**src/rtl/spi_reg_bank.sv**
```systemverilog
// -----------------------------------------------------------------------------
// spi_reg_bank
//   SPI-slave register bank (mode 0, MSB first). A frame is a R/W bit
//   (1 = write), ADDR_W address bits and DATA_W data bits. Writes commit to a
//   NUM_REGS x DATA_W register file and pulse reg_wr_stb. Reads return a
//   register, the live state_indication value at STATUS_ADDR, or 0 for
//   unimplemented addresses. All SPI pins are synchronised into clk, which must
//   run at least 4x faster than spi_clk.
//
//   Optional build macro: SPI_BURST_EN
//     defined   : the data phase repeats for successive words at addr+1
//                 (wrapping NUM_REGS-1 -> 0) until chip select rises.
//     undefined : one word per frame; further clocks are ignored until cs rises.
//
// Ports
//   clk, rst_n        system clock, asynchronous active-low reset
//   spi_clk/cs/mosi   SPI slave inputs (asynchronous to clk)
//   spi_miso          serial read data, 0 whenever spi_miso_oe is low
//   spi_miso_oe       high during the read data phase
//   state_indication  live status word returned for STATUS_ADDR
//   reg_wr_stb        one-clk pulse per committed write
//   reg_wr_addr/data  address/data of the committed write, valid with the strobe
// -----------------------------------------------------------------------------
module spi_reg_bank #(
   parameter int                ADDR_W      = 7,
   parameter int                DATA_W      = 8,
   parameter int                NUM_REGS    = 128,
   parameter int                STATUS_ADDR = 127,
   parameter logic [DATA_W-1:0] RESET_VAL   = '0,
   parameter int                SYNC_STAGES = 2
) (
   input  logic              clk,
   input  logic              rst_n,
   input  logic              spi_clk,
   input  logic              spi_cs,
   input  logic              spi_mosi,
   output logic              spi_miso,
   output logic              spi_miso_oe,
   input  logic [DATA_W-1:0] state_indication,
   output logic              reg_wr_stb,
   output logic [ADDR_W-1:0] reg_wr_addr,
   output logic [DATA_W-1:0] reg_wr_data
);

   localparam int CNT_MAX = (ADDR_W > DATA_W) ? ADDR_W : DATA_W;
   localparam int CNT_W   = $clog2(CNT_MAX + 1);
   localparam int IDX_W   = $clog2(NUM_REGS);

   localparam logic [ADDR_W:0]   NUM_REGS_W = NUM_REGS[ADDR_W:0];
   localparam logic [ADDR_W-1:0] STATUS_A   = STATUS_ADDR[ADDR_W-1:0];
   localparam logic [ADDR_W-1:0] LAST_A     = ADDR_W'(NUM_REGS - 1);
   localparam logic [CNT_W-1:0]  HDR_LAST   = CNT_W'(ADDR_W);
   localparam logic [CNT_W-1:0]  DATA_LAST  = CNT_W'(DATA_W - 1);

   typedef enum logic [1:0] {IDLE, HDR, DATA, DONE} state_t;

   // ---------------------------------------------------------------- state
   logic [SYNC_STAGES-1:0] sclk_sync_q, sclk_sync_d;
   logic [SYNC_STAGES-1:0] cs_sync_q,   cs_sync_d;
   logic [SYNC_STAGES-1:0] mosi_sync_q, mosi_sync_d;
   logic                   sclk_prev_q, sclk_prev_d;
   logic                   cs_prev_q,   cs_prev_d;

   state_t                 state_q, state_d;
   logic [CNT_W-1:0]       bit_cnt_q, bit_cnt_d;
   logic [ADDR_W-1:0]      hdr_sr_q, hdr_sr_d;
   logic [DATA_W-2:0]      data_sr_q, data_sr_d;
   logic [DATA_W-1:0]      rd_sr_q, rd_sr_d;
   logic                   rw_q, rw_d;
   logic [ADDR_W-1:0]      addr_q, addr_d;
   logic                   miso_q, miso_d;
   logic                   oe_q, oe_d;
   logic                   wr_stb_q, wr_stb_d;
   logic [ADDR_W-1:0]      wr_addr_q, wr_addr_d;
   logic [DATA_W-1:0]      wr_data_q, wr_data_d;
   logic                   wr_en_d;

   logic [DATA_W-1:0]      regs_q [NUM_REGS];

   // ------------------------------------------------------- edge detection
   logic sclk_s, cs_s, mosi_s;
   logic sclk_rise, sclk_fall, cs_rise, cs_fall;

   assign sclk_s    = sclk_sync_q[SYNC_STAGES-1];
   assign cs_s      = cs_sync_q[SYNC_STAGES-1];
   assign mosi_s    = mosi_sync_q[SYNC_STAGES-1];
   assign sclk_rise =  sclk_s & ~sclk_prev_q;
   assign sclk_fall = ~sclk_s &  sclk_prev_q;
   assign cs_rise   =  cs_s   & ~cs_prev_q;
   assign cs_fall   = ~cs_s   &  cs_prev_q;

   // Header/data words including the bit arriving on this rise.
   logic [ADDR_W:0]   hdr_full;
   logic [DATA_W-1:0] data_full;
   logic [ADDR_W-1:0] addr_nxt;

   assign hdr_full  = {hdr_sr_q, mosi_s};
   assign data_full = {data_sr_q, mosi_s};
   assign addr_nxt  = (addr_q == LAST_A) ? '0 : addr_q + ADDR_W'(1);

   // ----------------------------------------------------------- read mux
   // Word loaded into the read shifter: the header address at the end of the
   // header, the following address when a burst rolls over.
   logic [ADDR_W-1:0] rd_addr;
   logic [DATA_W-1:0] rd_word;

   always_comb begin
      rd_addr = (state_q == DATA) ? addr_nxt : hdr_full[ADDR_W-1:0];
      if (rd_addr == STATUS_A)
         rd_word = state_indication;
      else if ({1'b0, rd_addr} >= NUM_REGS_W)
         rd_word = '0;
      else
         rd_word = regs_q[rd_addr[IDX_W-1:0]];
   end

   // ------------------------------------------------------ next-state logic
   always_comb begin
      sclk_sync_d = {sclk_sync_q[SYNC_STAGES-2:0], spi_clk};
      cs_sync_d   = {cs_sync_q[SYNC_STAGES-2:0],   spi_cs};
      mosi_sync_d = {mosi_sync_q[SYNC_STAGES-2:0], spi_mosi};
      sclk_prev_d = sclk_s;
      cs_prev_d   = cs_s;

      state_d   = state_q;
      bit_cnt_d = bit_cnt_q;
      hdr_sr_d  = hdr_sr_q;
      data_sr_d = data_sr_q;
      rd_sr_d   = rd_sr_q;
      rw_d      = rw_q;
      addr_d    = addr_q;
      miso_d    = miso_q;
      oe_d      = oe_q;
      wr_stb_d  = 1'b0;
      wr_addr_d = wr_addr_q;
      wr_data_d = wr_data_q;
      wr_en_d   = 1'b0;

      if (cs_rise) begin
         // Deselect ends or aborts the frame from any state.
         state_d   = IDLE;
         bit_cnt_d = '0;
         hdr_sr_d  = '0;
         data_sr_d = '0;
         rd_sr_d   = '0;
         miso_d    = 1'b0;
         oe_d      = 1'b0;
      end else begin
         unique case (state_q)
            IDLE: begin
               if (cs_fall) begin
                  state_d   = HDR;
                  bit_cnt_d = '0;
               end
            end
            HDR: begin
               if (sclk_rise) begin
                  hdr_sr_d  = hdr_full[ADDR_W-1:0];
                  bit_cnt_d = bit_cnt_q + CNT_W'(1);
                  if (bit_cnt_q == HDR_LAST) begin
                     state_d   = DATA;
                     bit_cnt_d = '0;
                     rw_d      = hdr_full[ADDR_W];
                     addr_d    = hdr_full[ADDR_W-1:0];
                     rd_sr_d   = rd_word;
                  end
               end
            end
            DATA: begin
               if (sclk_fall && !rw_q) begin
                  // Read bits leave on falls so the master samples them on rises.
                  miso_d  = rd_sr_q[DATA_W-1];
                  rd_sr_d = {rd_sr_q[DATA_W-2:0], 1'b0};
                  oe_d    = 1'b1;
               end else if (sclk_rise) begin
                  data_sr_d = data_full[DATA_W-2:0];
                  bit_cnt_d = bit_cnt_q + CNT_W'(1);
                  if (bit_cnt_q == DATA_LAST) begin
                     bit_cnt_d = '0;
                     if (rw_q) begin
                        wr_stb_d  = 1'b1;
                        wr_addr_d = addr_q;
                        wr_data_d = data_full;
                        wr_en_d   = (addr_q != STATUS_A) &&
                                    ({1'b0, addr_q} < NUM_REGS_W);
                     end
`ifdef SPI_BURST_EN
                     addr_d = addr_nxt;
                     if (!rw_q)
                        rd_sr_d = rd_word;
`else
                     state_d = DONE;
                     miso_d  = 1'b0;
                     oe_d    = 1'b0;
`endif
                  end
               end
            end
            DONE: begin
               // Wait for chip select to rise; SPI clocks are ignored here.
            end
            default: state_d = IDLE;
         endcase
      end
   end

   // ------------------------------------------------------------ registers
   always_ff @(posedge clk or negedge rst_n) begin
      if (!rst_n) begin
         sclk_sync_q <= '0;
         cs_sync_q   <= '1;
         mosi_sync_q <= '0;
         sclk_prev_q <= 1'b0;
         cs_prev_q   <= 1'b1;
         state_q     <= IDLE;
         bit_cnt_q   <= '0;
         hdr_sr_q    <= '0;
         data_sr_q   <= '0;
         rd_sr_q     <= '0;
         rw_q        <= 1'b0;
         addr_q      <= '0;
         miso_q      <= 1'b0;
         oe_q        <= 1'b0;
         wr_stb_q    <= 1'b0;
         wr_addr_q   <= '0;
         wr_data_q   <= '0;
      end else begin
         sclk_sync_q <= sclk_sync_d;
         cs_sync_q   <= cs_sync_d;
         mosi_sync_q <= mosi_sync_d;
         sclk_prev_q <= sclk_prev_d;
         cs_prev_q   <= cs_prev_d;
         state_q     <= state_d;
         bit_cnt_q   <= bit_cnt_d;
         hdr_sr_q    <= hdr_sr_d;
         data_sr_q   <= data_sr_d;
         rd_sr_q     <= rd_sr_d;
         rw_q        <= rw_d;
         addr_q      <= addr_d;
         miso_q      <= miso_d;
         oe_q        <= oe_d;
         wr_stb_q    <= wr_stb_d;
         wr_addr_q   <= wr_addr_d;
         wr_data_q   <= wr_data_d;
      end
   end

   // Register file updates in the same clk the strobe is registered.
   always_ff @(posedge clk or negedge rst_n) begin
      if (!rst_n) begin
         for (int i = 0; i < NUM_REGS; i++)
            regs_q[i] <= RESET_VAL;
      end else if (wr_en_d) begin
         regs_q[addr_q[IDX_W-1:0]] <= wr_data_d;
      end
   end

   assign spi_miso    = miso_q & oe_q;
   assign spi_miso_oe = oe_q;
   assign reg_wr_stb  = wr_stb_q;
   assign reg_wr_addr = wr_addr_q;
   assign reg_wr_data = wr_data_q;

endmodule
```
**config.mk**
```make
export PLATFORM = sky130hd
export DESIGN_NAME = spi_reg_bank
export DESIGN_NICKNAME = d
export VERILOG_FILES = /design/src/rtl/spi_reg_bank.sv
export SDC_FILE = /design/constraint.sdc
export NUM_CORES = 2
export LEC_CHECK = 0
export CELL_PAD_IN_SITES_DETAIL_PLACEMENT = 0
export CELL_PAD_IN_SITES_GLOBAL_PLACEMENT = 1
export CORE_MARGIN = 10
export CORE_UTILIZATION = 49
export CTS_BUF_LIST = sky130_fd_sc_hd__clkbuf_8
export CTS_CLUSTER_DIAMETER = 200
export DETAILED_ROUTE_END_ITERATION = 16
export MAX_ROUTING_LAYER = met4
export PLACE_DENSITY_LB_ADDON = 0.05
export SYNTH_ARGS = -nofsm -noshare
export SYNTH_HDL_FRONTEND = slang
export SYNTH_SLANG_ARGS = --single-unit
```
**constraint.sdc**
```tcl
create_clock -name clk -period 3.7 [get_ports clk]
set_input_delay 0.74 -clock clk [delete_from_list [all_inputs] [get_ports clk]]
set_output_delay 0.74 -clock clk [all_outputs]
set_load 0.01 [all_outputs]
```
-- Yosys cells after proc, flatten, opt, wreduce, memory -nomap -nowiden
Cells that the tools add are included.
- flip-flop bits (word level): 1086
- bits in latches: 0
- bits in writable memories: 0
- memory bits (read-only): 0
- input port bits: 13
- output and inout port bits: 18
- word-level logic and storage cells: 257
- memories kept: 0
- $add $sub $neg: 2
- $mul: 0
- divide/modulo/power cells: 0
- order comparisons: 3
- equality and inequality tests: 14
- shift operators: 0
- mux-type cells: 61
- bitwise logic cells: 13
- reduce and logical (&&, ||, !) cells: 19
- operators with widths (cell ; count):
    $bwmux W1024 ; 1
    $mux W8 ; 14
    $mux W7 ; 9
    $bmux W8 S7 ; 1
    $demux W8 S7 ; 1
    $mux W1 ; 20
    $mux W4 ; 5
    $ge A8 B8 Y1 const B ; 2
    $not A7 Y8 ; 2
    $pmux W8 S2 ; 1
    $ne A3 B3 Y1 const B ; 5
    $eq A7 B7 Y1 const B ; 2
    $mux W2 ; 7
    $pmux W4 S3 ; 1
    $reduce_and A3 Y1 ; 3
    $reduce_bool A3 Y1 ; 3
    $lt A8 B1 Y1 const B ; 1
    $reduce_and A4 Y1 ; 2
    $add A7 B1 Y7 const B ; 1
    $ne A7 B7 Y1 const B ; 1
    $reduce_and A7 Y1 ; 1
    $ne A3 B2 Y1 const B ; 2
    $not A1 Y1 ; 6
    $pmux W2 S3 ; 1
    other kinds (13) ; 20

-- Longest topological paths before layout
- depth after elaboration: 12
- mapped depth: 16
- mapped depth without buffers: 10

-- Worst setup path before layout
OpenSTA, ideal clock, no wires.
- path kind: register to register
- start point: register addr_q[0]
- end point: register rd_sr_q[1]
- library setup time: 0.129 ns
- arrival time: 2.942 ns
- data required time: 3.571 ns
- path slack: 0.628 ns
- cell stages (with the launch flop): 11
- path buffers: 1
- clock period less this slack: 3.072 ns
- cell sequence: dfrtp_1 > ha_1 > and3_1 > buf_6 > a22oi_4 > mux4_2 > nor2_1 > nor4_1 > a2111oi_0 > or4b_1 > o41a_1
- longest elaborated chain between the ends: 12
- elaborated cells between the ends (all ways): 14
- those cells by class: add/sub (1); eq/ne (2); mux (10); bitwise (1)
- RTL lines (what ; line ; RTL):
    start: declaration ; 70 ; logic [ADDR_W-1:0] addr_q, addr_d;
    start signal: assignment ; 239 ; addr_q <= addr_d;
    $add A7 B1 Y7 or $eq A7 B7 Y1 (tied branches) ; 99 ; assign addr_nxt = (addr_q == LAST_A) ? '0 : addr_q + ADDR_W'(1);
    $mux W7 * ; 99 ;
    $mux W7 * ; 108 ; rd_addr = (state_q == DATA) ? addr_nxt : hdr_full[ADDR_W-1:0];
    $not A7 Y8 (implied by the code) ; 114 ; rd_word = regs_q[rd_addr[IDX_W-1:0]];
    $bmux W8 S7 ; 114 ;
    $mux W8 (implied by the code) (2 in a row) ; 114 ;
    $mux W8 * ; 109 ; if (rd_addr == STATUS_A)
    $mux W8 * ; 160 ; if (bit_cnt_q == HDR_LAST) begin
    $mux W8 * ; 157 ; if (sclk_rise) begin
    $pmux W8 S2 * ; 149 ; unique case (state_q)
    $mux W8 * ; 139 ; if (cs_rise) begin
    end signal: assignment ; 237 ; rd_sr_q <= rd_sr_d;
    end: declaration ; 68 ; logic [DATA_W-1:0] rd_sr_q, rd_sr_d;
Every way passes the cells marked *; elsewhere a longest branch is shown, timed or not. The select of a mux whose other input is x is not followed.
A chain may end at the register's enable or synchronous reset.

-- Final worst setup path
- start point: register addr_q[0]
- end point: register rd_sr_q[6]
Same word-level chain as after synthesis.

==> metrics.md <==
| Metric | Value |
|---|---|
| Fin crit period | 3.62 ns |
| CP endpoint kind | flop |
| Main synth FF type | dfrtp_1 |
| Starting Density | 0.496 |
| Max-slew violation count | 0 |
| Async set or reset register ratio after synthesis | 1.00 |
| Max VDD drop | 0.352 mV |
| Post-Syn Area | 49000 um^2 |
| DRT iter0 DRCs | 3731 |
| Tot GR Track Use | 0.295 |
| Type of the worst setup path | reg -> reg |
| Final Skew | 0.0394 ns |
| DRT antenna net count | 0 |
| Die Width | 336 um |
| Actual slew at the worst max-slew pin | 0.775 ns |
| CP Data Arrival Time | 4.38 ns |
| RD Place Congestion | 0.981 |
| FMAX | 276 MHz |
| Drt wl/cell | 23.7 um |
| Core ar. | 98700 um^2 |
| Share of cells above drive strength 1 | 0.137 |
| Setup WS pre-CTS | -0.411 ns |
| Number of global-route vias before repair | 37800 |
| LEAKAGE | 0.0247 uW |
| Post-DR vias/cell | 5.78 |
| Number of port buffers | 30 |
| Final period util | 0.979 |
| Cells after Synth | 5231 |
| Worst slew margin | 0.483 |
| Max cap viols | 0 |
| Post-layout util | 0.571 |
| Synth warn | 0 |
| Setup Viol. Count Final | 0 |
| Die area | 113000 um^2 |
| Largest net degree at the start of global routing | 115 |
| Status | complete, no violations |
| CTS root buf | clkbuf_8 |
| Hold Vio Cnt, Final | 0 |
| Die Y | 336 um |
| Worst-path clk slew | 0.06 ns |
| Rows | 115 |
| Grt ovf | 0 |
| CTS tree | built |
| Number of flops mapped to enable cells by yosys | 0 |
| Top Ports | 31 |
| Global-route wire length before repair | 247000 um |
| Final WS setup | 0.0774 ns |
| P&R area growth vs syn | 15.0% |
| Clock Sinks | 1086 |
| Post-DP HPWL | 107000 um |
| WP data required | 4.45 ns |
| Crit path max fanout | 22 |
| Area post-placement | 52400 um^2 |
| DRT Pass-1 Iters | 5 |
| Num CTS Buffers | 186 |
| Syn Nets | 5251 |
| H-tree depth | 4 |
| Post-synthesis cell type count | 77 |
| Final Power | 28800 uW |
| Initial antenna violation count | 4 |
| Worst skew pair latency | 0.89 ns |
| Worst hold path type | in -> reg |
| Seq/Total Area, Yosys | 0.555 |
| DR DRC count | 0 |
| Flip-flop and latch count after synthesis | 1086 |
| Maximum clock insertion buffer count | 3 |
| Via count | 39200 |
| Fillers | 8977 |
| Final design area excluding fillers | 56300 um^2 |
| Worst setup SP type | flop |
| Mean Syn Cell Area | 9.36 um^2 |
| Routed wire length | 161000 um |
| Power per cell area | 512 nW/um^2 |
| Final nets | 5368 |
[cells in the mapped netlist (5+ instances only)]
library cell / count / area (um^2)
a2111oi_0: 7 / 61.3
a211oi_1: 56 / 420
a21o_1: 5 / 37.5
a21oi_1: 135 / 676
a221oi_1: 38 / 333
a311oi_1: 38 / 333
a31oi_1: 53 / 332
a32oi_1: 12 / 105
and3_1: 25 / 156
buf_1: 13 / 48.8
buf_2: 81 / 405
buf_4: 31 / 233
buf_6: 16 / 180
clkbuf_1: 289 / 1080
dfrtp_1: 1083 / 27100
ha_1: 7 / 87.6
inv_1: 55 / 206
mux2_2: 18 / 203
mux2i_1: 108 / 1080
mux4_2: 92 / 2070
nand2_1: 1568 / 5890
nand2b_1: 8 / 50.1
nand3_1: 190 / 951
nand4_1: 8 / 50.1
nor2_1: 144 / 541
nor3_1: 31 / 155
nor3_2: 6 / 60.1
nor3b_1: 8 / 60.1
nor4_1: 19 / 119
o21ai_0: 949 / 4750
o21ai_1: 6 / 30.0
o22ai_1: 24 / 150
o32ai_1: 9 / 78.8
o41a_1: 7 / 78.8
o41ai_1: 6 / 52.6
or3_1: 11 / 68.8
[sequential cells by signal, summed over array words and instances, names as in the netlist, 2 cells and up]
register and flops:
cs_sync_q 2, reg_wr_addr 7, bit_cnt_q 4, state_q 2, data_sr_q 7, mosi_sync_q 2, hdr_sr_q 7, rd_sr_q 8
reg_wr_data 8, regs_q 1024, addr_q 7, sclk_sync_q 2
[kinds of logic after synthesis]
| kind of cell | Yosys count | synth area share |
|---|---|---|
| AND/OR/NAND/NOR | 2048 | 0.171 |
| AO/OA/AOI/OAI | 1381 | 0.159 |
| multiplexers | 220 | 0.0692 |
| adder cells (fa/ha/maj) | 7 | 0.00179 |
| buffers and inverters | 486 | 0.0442 |
| flip-flops | 1086 | 0.555 |
| XOR/XNOR | 3 | 0.000537 |
[routing by layer]
| layer | wire length, um | global-route usage |
|---|---|---|
| met5 | 0 | - |
| met1 | 74100 | 0.417 |
| met3 | 10600 | 0.0531 |
| met4 | 4250 | 0.0865 |
| met2 | 72200 | 0.433 |
[power breakdown]
part           leakage [uW]  total [uW]  internal (uW)  switching [uW]
sequential           0.0151       12000          11900            80.7
combinational       0.00742        5980           2060            3920
clock               0.00217       10800           5770            5040
total                0.0247       28800          19800            9050
[layout make-up]
class / count / area [um^2] / share of cell area
tap: 1287 / 1610 / 0.0286
timing repair buffer: 359 / 3730 / 0.0662
clock inverter: 94 / 434 / 0.00771
sequential: 1086 / 27200 / 0.483
inverter: 56 / 210 / 0.00373
clock buffer: 239 / 3290 / 0.0584
antenna: 4 / 10.0 / 0.000178
multi-input combinational: 3659 / 19900 / 0.353
[through the flow]
stage               hold WS (ns)  TNS [ns]  instances
finish                     0.269         0       6784
global placement           0.346    -0.634       6431
floorplan                  0.331         0       5231
detailed placement         0.337    -0.763       6431
CTS                        0.197         0       6767
global route               0.237  -0.00151       6784
[layout by cell type (no fill, tap or decap), types with 11 or more instances in the layout]
| cell | instances |
|---|---|
| a311oi_1 | 38 |
| mux2_2 | 18 |
| nor2_1 | 142 |
| o22ai_1 | 24 |
| mux4_2 | 92 |
| and3_1 | 23 |
| a31oi_1 | 53 |
| a211oi_1 | 55 |
| a21oi_1 | 134 |
| inv_1 | 130 |
| mux2i_1 | 97 |
| clkdlybuf4s50_1 | 29 |
| o21ai_0 | 947 |
| nor3_1 | 29 |
| buf_12 | 73 |
| nand3_1 | 190 |
| clkbuf_8 | 239 |
| dfrtp_1 | 1083 |
| or3_1 | 11 |
| buf_4 | 250 |
| a32oi_1 | 12 |
| nand2_1 | 1568 |
| a221oi_1 | 38 |
| nor4_1 | 18 |
[worst max-delay path, stage by stage, from the launching register on]
cell and delay (ns):
dfrtp_1 0.39, ha_1 0.23, and3_2 0.31, buf_4 0.17, a22o_4 0.26, buf_12 0.17
buf_12 0.17, a211oi_2 0.23, a311oi_1 0.07, a31oi_1 0.27, o32ai_1 0.11, buf_4 0.17
or4b_1 0.57, o41a_1 0.33
[repair_timing]
action | 4_1_cts | 5_1_grt
setup endpoints to repair | 4 | 6
hold buffers | 1 | 0
hold endpoints to repair | 40 | 0
resized for setup | 7 | 11
buffers inserted | 1 | 13
pin swaps | 2 | 3
gates cloned | 1 | 0
[worst paths after layout]
check | startpoint | to | slack (ns) | depth (start not counted)
max in group asynchronous | rst_n | cs_prev_q | 2.17 | 4
hold / removal | spi_cs | cs_sync_q[0] | 0.27 | 1
setup reg to reg | addr_q[0] | rd_sr_q[6] | 0.08 | 13
setup / recovery | addr_q[0] | rd_sr_q[6] | 0.08 | 13
min in group asynchronous | rst_n | regs_q[61] | 0.44 | 2
hold reg to reg | mosi_sync_q[0] | mosi_sync_q[1] | 0.36 | 0
Power figures use the tool's default switching activity.
